$ cat src/rtl/ctrl_issue_stage.sv
// ---------------------------------------------------------------------------
// ctrl_issue_stage
//
// Registered decode-and-issue stage sitting between ID and EXE of the ARM
// pipeline. The incoming instruction (mode/opcode/S) is decoded into execute
// and memory controls. The 4-bit ARM condition field is evaluated against the
// committed NZCV flags, and the result is held in a valid/ready output
// register. The stage also inserts load-use and flag-dependency bubbles and
// squashes a configurable number of instructions after a taken branch.
//
// Parameters
//   CMD_W         exe command width (>= 4); the 4-bit command is zero-extended
//   REG_W         register-address width
//   BRANCH_SHADOW instructions squashed after a taken branch (0..3)
//
// Ports
//   clk, rst                 clock, asynchronous active-high reset
//   in_valid / in_ready      upstream handshake (in_ready is combinational)
//   mode, opcode, s_bit      instruction class, ALU opcode, S / load-store bit
//   cond, status             condition code and committed {N,Z,C,V}
//   rn, rd, rm, src2_is_reg  register operands and rm-is-read flag
//   flush                    synchronous pipeline flush
//   out_valid / out_ready    downstream handshake
//   out_exe_cmd ... out_undef registered decoded entry
// ---------------------------------------------------------------------------
module ctrl_issue_stage #(
    parameter int CMD_W         = 4,
    parameter int REG_W         = 4,
    parameter int BRANCH_SHADOW = 1
) (
    input  logic             clk,
    input  logic             rst,
    input  logic             in_valid,
    output logic             in_ready,
    input  logic [1:0]       mode,
    input  logic [3:0]       opcode,
    input  logic             s_bit,
    input  logic [3:0]       cond,
    input  logic [3:0]       status,
    input  logic [REG_W-1:0] rn,
    input  logic [REG_W-1:0] rd,
    input  logic [REG_W-1:0] rm,
    input  logic             src2_is_reg,
    input  logic             flush,
    output logic             out_valid,
    input  logic             out_ready,
    output logic [CMD_W-1:0] out_exe_cmd,
    output logic             out_s_update,
    output logic             out_branch,
    output logic             out_mem_w,
    output logic             out_mem_r,
    output logic             out_wb_en,
    output logic [REG_W-1:0] out_dest,
    output logic             out_undef
);

    // Instruction classes
    localparam logic [1:0] MODE_ALU    = 2'b00;
    localparam logic [1:0] MODE_MEM    = 2'b01;
    localparam logic [1:0] MODE_BRANCH = 2'b10;

    // ALU opcodes
    localparam logic [3:0] OP_AND = 4'b0000;
    localparam logic [3:0] OP_EOR = 4'b0001;
    localparam logic [3:0] OP_SUB = 4'b0010;
    localparam logic [3:0] OP_ADD = 4'b0100;
    localparam logic [3:0] OP_ADC = 4'b0101;
    localparam logic [3:0] OP_SBC = 4'b0110;
    localparam logic [3:0] OP_TST = 4'b1000;
    localparam logic [3:0] OP_CMP = 4'b1010;
    localparam logic [3:0] OP_ORR = 4'b1100;
    localparam logic [3:0] OP_MOV = 4'b1101;
    localparam logic [3:0] OP_MVN = 4'b1111;

    localparam logic [3:0] COND_AL = 4'b1110;

    localparam logic [1:0] SHADOW_LOAD = 2'(BRANCH_SHADOW);

    // Decoded (pre-condition, pre-squash) controls
    logic [3:0]  cmd_s;
    logic        s_update_s;
    logic        branch_s;
    logic        mem_w_s;
    logic        mem_r_s;
    logic        wb_s;
    logic        undef_s;

    logic        cond_pass_s;
    logic        rn_read_s;
    logic        rm_read_s;
    logic        rd_read_s;
    logic        load_use_s;
    logic        flag_hazard_s;
    logic        stall_s;
    logic        accept_s;
    logic        squash_s;
    logic        enable_s;

    logic [1:0]  shadow_cnt_r;

    // Decode mode/opcode/S into raw execute and memory controls
    always_comb begin
        cmd_s      = 4'd0;
        s_update_s = 1'b0;
        branch_s   = 1'b0;
        mem_w_s    = 1'b0;
        mem_r_s    = 1'b0;
        wb_s       = 1'b0;
        undef_s    = 1'b0;
        case (mode)
            MODE_ALU: begin
                case (opcode)
                    OP_MOV:  begin cmd_s = 4'd1; s_update_s = s_bit; wb_s = 1'b1; end
                    OP_MVN:  begin cmd_s = 4'd9; s_update_s = s_bit; wb_s = 1'b1; end
                    OP_ADD:  begin cmd_s = 4'd2; s_update_s = s_bit; wb_s = 1'b1; end
                    OP_ADC:  begin cmd_s = 4'd3; s_update_s = s_bit; wb_s = 1'b1; end
                    OP_SUB:  begin cmd_s = 4'd4; s_update_s = s_bit; wb_s = 1'b1; end
                    OP_SBC:  begin cmd_s = 4'd5; s_update_s = s_bit; wb_s = 1'b1; end
                    OP_AND:  begin cmd_s = 4'd6; s_update_s = s_bit; wb_s = 1'b1; end
                    OP_ORR:  begin cmd_s = 4'd7; s_update_s = s_bit; wb_s = 1'b1; end
                    OP_EOR:  begin cmd_s = 4'd8; s_update_s = s_bit; wb_s = 1'b1; end
                    // Compare/test only update flags, never write back
                    OP_CMP:  begin cmd_s = 4'd4; s_update_s = 1'b1; end
                    OP_TST:  begin cmd_s = 4'd6; s_update_s = 1'b1; end
                    default: begin cmd_s = 4'd0; end
                endcase
            end
            MODE_MEM: begin
                cmd_s = 4'd2;
                if (s_bit) begin
                    mem_r_s = 1'b1;
                    wb_s    = 1'b1;
                end else begin
                    mem_w_s = 1'b1;
                end
            end
            MODE_BRANCH: begin
                branch_s = 1'b1;
            end
            default: begin
                undef_s = 1'b1;
            end
        endcase
    end

    // Evaluate the ARM condition field against committed {N,Z,C,V}
    always_comb begin
        cond_pass_s = 1'b0;
        case (cond)
            4'b0000: cond_pass_s = status[2];                                   // EQ
            4'b0001: cond_pass_s = !status[2];                                  // NE
            4'b0010: cond_pass_s = status[1];                                   // CS
            4'b0011: cond_pass_s = !status[1];                                  // CC
            4'b0100: cond_pass_s = status[3];                                   // MI
            4'b0101: cond_pass_s = !status[3];                                  // PL
            4'b0110: cond_pass_s = status[0];                                   // VS
            4'b0111: cond_pass_s = !status[0];                                  // VC
            4'b1000: cond_pass_s = status[1] && !status[2];                     // HI
            4'b1001: cond_pass_s = !status[1] || status[2];                     // LS
            4'b1010: cond_pass_s = (status[3] == status[0]);                    // GE
            4'b1011: cond_pass_s = (status[3] != status[0]);                    // LT
            4'b1100: cond_pass_s = !status[2] && (status[3] == status[0]);      // GT
            4'b1101: cond_pass_s = status[2] || (status[3] != status[0]);       // LE
            4'b1110: cond_pass_s = 1'b1;                                        // AL
            default: cond_pass_s = 1'b0;                                        // never
        endcase
    end

    // Determine which register fields the incoming instruction reads
    always_comb begin
        rn_read_s = 1'b0;
        rm_read_s = 1'b0;
        rd_read_s = 1'b0;
        if (mode == MODE_BRANCH) begin
            rn_read_s = 1'b0;
        end else if ((mode == MODE_ALU) && ((opcode == OP_MOV) || (opcode == OP_MVN))) begin
            rn_read_s = 1'b0;
        end else begin
            rn_read_s = 1'b1;
        end
        if ((mode == MODE_ALU) || (mode == MODE_MEM)) begin
            rm_read_s = src2_is_reg;
        end else begin
            rm_read_s = 1'b0;
        end
        // A store reads rd as its data operand
        if ((mode == MODE_MEM) && !s_bit) begin
            rd_read_s = 1'b1;
        end else begin
            rd_read_s = 1'b0;
        end
    end

    // A load still sitting in the output register cannot forward its result
    assign load_use_s = out_valid && out_mem_r && in_valid &&
                        ((rn_read_s && (rn == out_dest)) ||
                         (rm_read_s && (rm == out_dest)) ||
                         (rd_read_s && (rd == out_dest)));

    // Flags from the entry ahead are not yet committed to status
    assign flag_hazard_s = out_valid && out_s_update && (cond != COND_AL);

    assign stall_s  = load_use_s || flag_hazard_s;
    assign in_ready = !flush && !stall_s && (!out_valid || out_ready);
    assign accept_s = in_valid && in_ready;

    // Inside a branch shadow every accepted instruction is killed
    assign squash_s = (shadow_cnt_r != 2'd0);
    assign enable_s = cond_pass_s && !squash_s;

    // Output register and branch-shadow counter
    always_ff @(posedge clk or posedge rst) begin
        if (rst) begin
            out_valid    <= 1'b0;
            out_exe_cmd  <= {CMD_W{1'b0}};
            out_s_update <= 1'b0;
            out_branch   <= 1'b0;
            out_mem_w    <= 1'b0;
            out_mem_r    <= 1'b0;
            out_wb_en    <= 1'b0;
            out_dest     <= {REG_W{1'b0}};
            out_undef    <= 1'b0;
            shadow_cnt_r <= 2'd0;
        end else if (flush) begin
            out_valid    <= 1'b0;
            shadow_cnt_r <= 2'd0;
        end else if (accept_s) begin
            out_valid    <= 1'b1;
            out_exe_cmd  <= CMD_W'(cmd_s);
            out_s_update <= s_update_s && enable_s;
            out_branch   <= branch_s && enable_s;
            out_mem_w    <= mem_w_s && enable_s;
            out_mem_r    <= mem_r_s && enable_s;
            out_wb_en    <= wb_s && enable_s;
            out_dest     <= rd;
            out_undef    <= undef_s && !squash_s;
            // A branch inside a shadow is itself squashed and never reloads
            if (squash_s) begin
                shadow_cnt_r <= shadow_cnt_r - 2'd1;
            end else if (branch_s && cond_pass_s) begin
                shadow_cnt_r <= SHADOW_LOAD;
            end else begin
                shadow_cnt_r <= 2'd0;
            end
        end else if (out_ready) begin
            out_valid <= 1'b0;
        end
    end

endmodule

$ cat config.mk
export PLATFORM = sky130hd
export DESIGN_NAME = ctrl_issue_stage
export DESIGN_NICKNAME = d
export VERILOG_FILES = /design/src/rtl/ctrl_issue_stage.sv
export SDC_FILE = /design/constraint.sdc
export NUM_CORES = 1
export LEC_CHECK = 0
export ABC_AREA = 1
export BUFFER_PORTS_ARGS = -buffer_cell sky130_fd_sc_hd__buf_2
export CAP_MARGIN = 20
export CORE_AREA = 2 2 45 68
export DETAILED_ROUTE_END_ITERATION = 10
export DIE_AREA = 0 0 47 70
export PLACE_DENSITY = 0.83
export SLEW_MARGIN = 20
export SYNTH_ARGS = -nofsm -noshare
export SYNTH_HDL_FRONTEND = slang
export SYNTH_SLANG_ARGS = --single-unit
$ cat constraint.sdc
create_clock -name clk -period 4.5 [get_ports clk]
set_input_delay 0.9 -clock clk [delete_from_list [all_inputs] [get_ports clk]]
set_output_delay 0.9 -clock clk [all_outputs]
set_load 0.01 [all_outputs]
# Word-level counts from Yosys, hierarchy flattened
# Cells that the tools add are included.
# word_totals
in_bits	33
reg_bits	17
# op_classes
bitwise_logic	1
n_reduce_logical	52
n_mux	24
addsub	1
n_eq_ne	32
# op_table
operator	n
$eq A4 B4 Y1 const B	12
$pmux W4 S9	1
$eq A4 B3 Y1 const B	7
$logic_and A1 B1 Y1	23
$mux W1	16
$pmux W1 S15	1
$eq A4 B2 Y1 const B	3
$eq A4 B4 Y1	3
$logic_not A1 Y1	9
$reduce_or A9 Y1	1
$eq A4 B1 Y1 const B	2
$logic_not A4 Y1	2
$logic_or A1 B1 Y1	8
$pmux W4 S2	1
$mux W2	3
$reduce_or A2 Y1	3
$ne A4 B4 Y1 const B	1
$pmux W1 S2	2
$reduce_bool A2 Y1	2
$reduce_bool A3 Y1	1
$reduce_or A3 Y1	1
$eq A2 B1 Y1 const B	1
$eq A2 B2 Y1 const B	1
$logic_not A2 Y1	1
other kinds (5)	5

# Logic depth before layout (Yosys ltp)
# logic_depth
depth_word	16
ltp_mapped	12

# Least setup slack after synthesis
# No wires, ideal clock.
# synth_path
path_kind	input port to output port
start	input cond[1]
end	output in_ready
t_arrival_ns	1.644
path_slack_ns	1.956
path_stages	5
cell_sequence	inv_2 nor2_2 nand2_1 a31oi_2 a21boi_0
# synth_via
elab_chain_cells	6
# synth_lines
element	line_no	rtl
start, declared	38	input logic [3:0] cond,
$ne A4 B4 Y1	201	assign flag_hazard_s = out_valid && out_s_update && (cond != COND_AL);
$logic_and A1 B1 Y1	201	
$logic_or A1 B1 Y1	203	assign stall_s = load_use_s || flag_hazard_s;
$logic_not A1 Y1	204	assign in_ready = !flush && !stall_s && (!out_valid || out_ready);
$logic_and A1 B1 Y1 (2 in series)	204	
end, declared	34	output logic in_ready,
# No other way between the ends.

# Final worst setup path
# Same ends and word-level chain as after synthesis.

==> results.sh <==
export IMPL_swShare_pct=34.68
export IMPL_mostFrequentLayoutCell="nand2_1"
export IMPL_cp_start_kind="input pin"
export IMPL_syn_nets=253
export IMPL_stdcell_area_um2=1718
export IMPL_clkSlewWorstSetupHoldPaths_ps=60
export IMPL_final_setup_tns_ps=0
export IMPL_crit_path_end_kind="primary output"
export IMPL_worstPathRequired_ps=3600
export IMPL_drive_above_1_share_pct=30.86
export IMPL_syn2layout_area_growth_pct=21.08
export IMPL_worst_hold_path_type="flop to flop"
export IMPL_internal_power_mw=0.2808
export IMPL_hold_buffers=0
export IMPL_arrival_ps=1960
export IMPL_viasPerCell=4.834
export IMPL_tritoncts="yes"
export IMPL_switchingPower_mw=0.1491
export IMPL_ys_seq_area_share_pct=29.98
export IMPL_gp_congestion=0.8478
export IMPL_holdWs_ps=483.8
export IMPL_grt_pass1_vias=1378
export IMPL_comb_power_share_pct=31.0
export IMPL_worstReg2RegEnd="out_exe_cmd[3]"
export IMPL_p_seq_share_pct=42.2
export IMPL_synthArstFlopShare_pct=100.0
export IMPL_dr_pass1_iters=4
export IMPL_place_hpwl_mm=2.630
export IMPL_ff2ff_path_depth=7
export IMPL_gr_total_overflow=0
export IMPL_whs_path_depth=2
export IMPL_portBuffers=48
export IMPL_rsz0062_at_grt="no"
export IMPL_clockBufferDepth=2
export IMPL_wl_per_cell_um=10.40
export IMPL_post_cts_setup_buffers=0
export IMPL_slew_viol_final=0
export IMPL_wirelength_mm=3.203
export IMPL_synth_area_um2=1419
export IMPL_first_iter_violations=19
export IMPL_setup_violations=0
export IMPL_power_frac_clock_pct=26.8
export IMPL_worst_pin_slew_ps=727.9
export IMPL_hold_end="out_exe_cmd[0]"
export IMPL_ys_flop_type="dfrtp_1"
export IMPL_r2r_start="out_dest[2]"
export IMPL_cts_made_buffers=3
export IMPL_final_min_clock_period_ps=2858
export IMPL_h_tree_depth=1
export IMPL_syn_mean_instance_area_um2=6.449
export IMPL_fp_dieH_um=70
export IMPL_finish_utilization_pct=62.18
export IMPL_max_freq_mhz=349.9
export IMPL_cts_root_buf="clkbuf_8"
export IMPL_fillers=296
export IMPL_fin_worst_skew_ps=1.282
export IMPL_cts_sinks=17
export IMPL_fp_row_count=24
export IMPL_max_slew_margin_pct=51.42
export IMPL_num_antenna_cells=0
export IMPL_grtUsageTotal_pct=20.73
export IMPL_finalHoldViolations=0
export IMPL_nets=303
export IMPL_coreArea_um2=2763
export IMPL_antenna_found_initial=0
export IMPL_leakagePower_nw=1.015
export IMPL_status="finished clean"
export IMPL_vdd_drop_max_v=0.0002215
export IMPL_cp_max_fo=6
export IMPL_synth_distinct_cells=26
export IMPL_grt_max_degree=30
export IMPL_detailed_place_area_um2=1672
export IMPL_ys_warn_count=0
export IMPL_drc_errors=0
export IMPL_ant_nets=0
export IMPL_r2r_setup_slack_ps=2480
export IMPL_placed_cells=304
export IMPL_min_from="out_exe_cmd[0]"
export IMPL_clock_latency_ps=260
export IMPL_final_cell_mix="nand2_1, buf_2, inv_1"
export IMPL_maxCapViolCount=0
export IMPL_via_count=1489
export IMPL_die_width_um=47
export IMPL_cts_resized=0
export IMPL_io_pins=49
export IMPL_grt_pass1_wl_mm=5.119
export IMPL_syn_inst=220
export IMPL_start_util_pct=51.36
export IMPL_worstSetupPathType="input pin to primary output"
export IMPL_instances_no_fill=308
export IMPL_powerDensity_nw_per_um2=250.3
export IMPL_period_share_pct=63.50
export IMPL_dieArea_um2=3290
export IMPL_synth_seq_cells=17
export IMPL_synth_edf_count=0
layout make-up:
cell class | count | area [µm²] | share of cell area (%)
tap | 39 | 48.80 | 2.840
multi-input combinational | 163 | 818.3 | 47.63
timing repair buffer | 48 | 240.2 | 13.98
inverter | 37 | 138.9 | 8.084
sequential | 17 | 425.4 | 24.76
clock buffer | 3 | 41.29 | 2.403
clock inverter | 1 | 5.005 | 0.2913
synth_stat cells, types with 2 or more instances:
library cell   n  share of area (%)
o21ai_2       10                6.2
nand2_2       10                4.4
o21ai_0        7                2.5
nand2_1       70                 19
inv_2          3               0.79
a21oi_1        4                1.4
nor2_1        19                5.0
inv_1         34                9.0
a21boi_0       2                1.1
nand3b_1       3                1.6
nand3_1       24                8.5
dfrtp_1       17                 30
nand3_2        4                2.8
cells by family (layout without fill, tap and decap cells):
logic type | after synthesis | in the layout | synth area share, %
buffers and inverters | 40 | 89 | 12.35
and+or+nand+nor | 135 | 135 | 43.39
DFF | 17 | 17 | 29.98
xor gates and xnor gates | 1 | 1 | 0.6174
AOI/OAI and AO/OA | 27 | 27 | 13.67
layer usage:
layer  up-vias  share of wire [%]  global-route usage, %
li1        791                  -                      -
met1       656                 40                  22.56
met2        33                 54                  37.90
met3         9                3.2                  1.809
met4         0                2.4                  8.333
met5         -                  0                      0
how the worst max path moves through the flow:
stage,from,depth (start not counted),endpoint,slack [ps]
6_report,cond[1],7,in_ready,1640
5_1_grt,cond[1],7,in_ready,1540
4_1_cts,cond[1],7,in_ready,1630
3_5_place_dp,cond[1],7,in_ready,1630
3_3_place_gp,cond[1],7,in_ready,1690
2_1_floorplan,cond[1],5,in_ready,1960
worst max-delay path, cell delays in order:
cell      delay [ps]
buf_2            130
inv_2             60
nor2_2           100
nand2_1           90
a31oi_2          210
a21boi_0         280
buf_2            180
per-stage QoR:
stage               setup WS (ps)  power, mW
finish                       1642     0.4299
global route                 1542     0.4541
detailed placement           1631     0.3182
CTS                          1634     0.4307
global placement             1690     0.3159
floorplan                    1956     0.2707
registers in the layout, summed over array words and instances, names as in the netlist:
register / count
out_dest: 4
out_exe_cmd: 4
shadow_cnt_r: 2
out_branch: 1
out_mem_r: 1
out_mem_w: 1
out_s_update: 1
out_undef: 1
out_valid: 1
out_wb_en: 1
power groups by stage:
| stage | Sequential (mW) | Combinational (mW) | Clock (mW) |
|---|---|---|---|
| finish | 0.181 | 0.133 | 0.115 |
| global route | 0.184 | 0.152 | 0.119 |
| CTS | 0.181 | 0.135 | 0.114 |
| detailed placement | 0.184 | 0.134 | 0 |
| global placement | 0.184 | 0.132 | 0 |
| floorplan | 0.189 | 0.0819 | 0 |
Note: power is estimated with default switching activity, not from simulation.
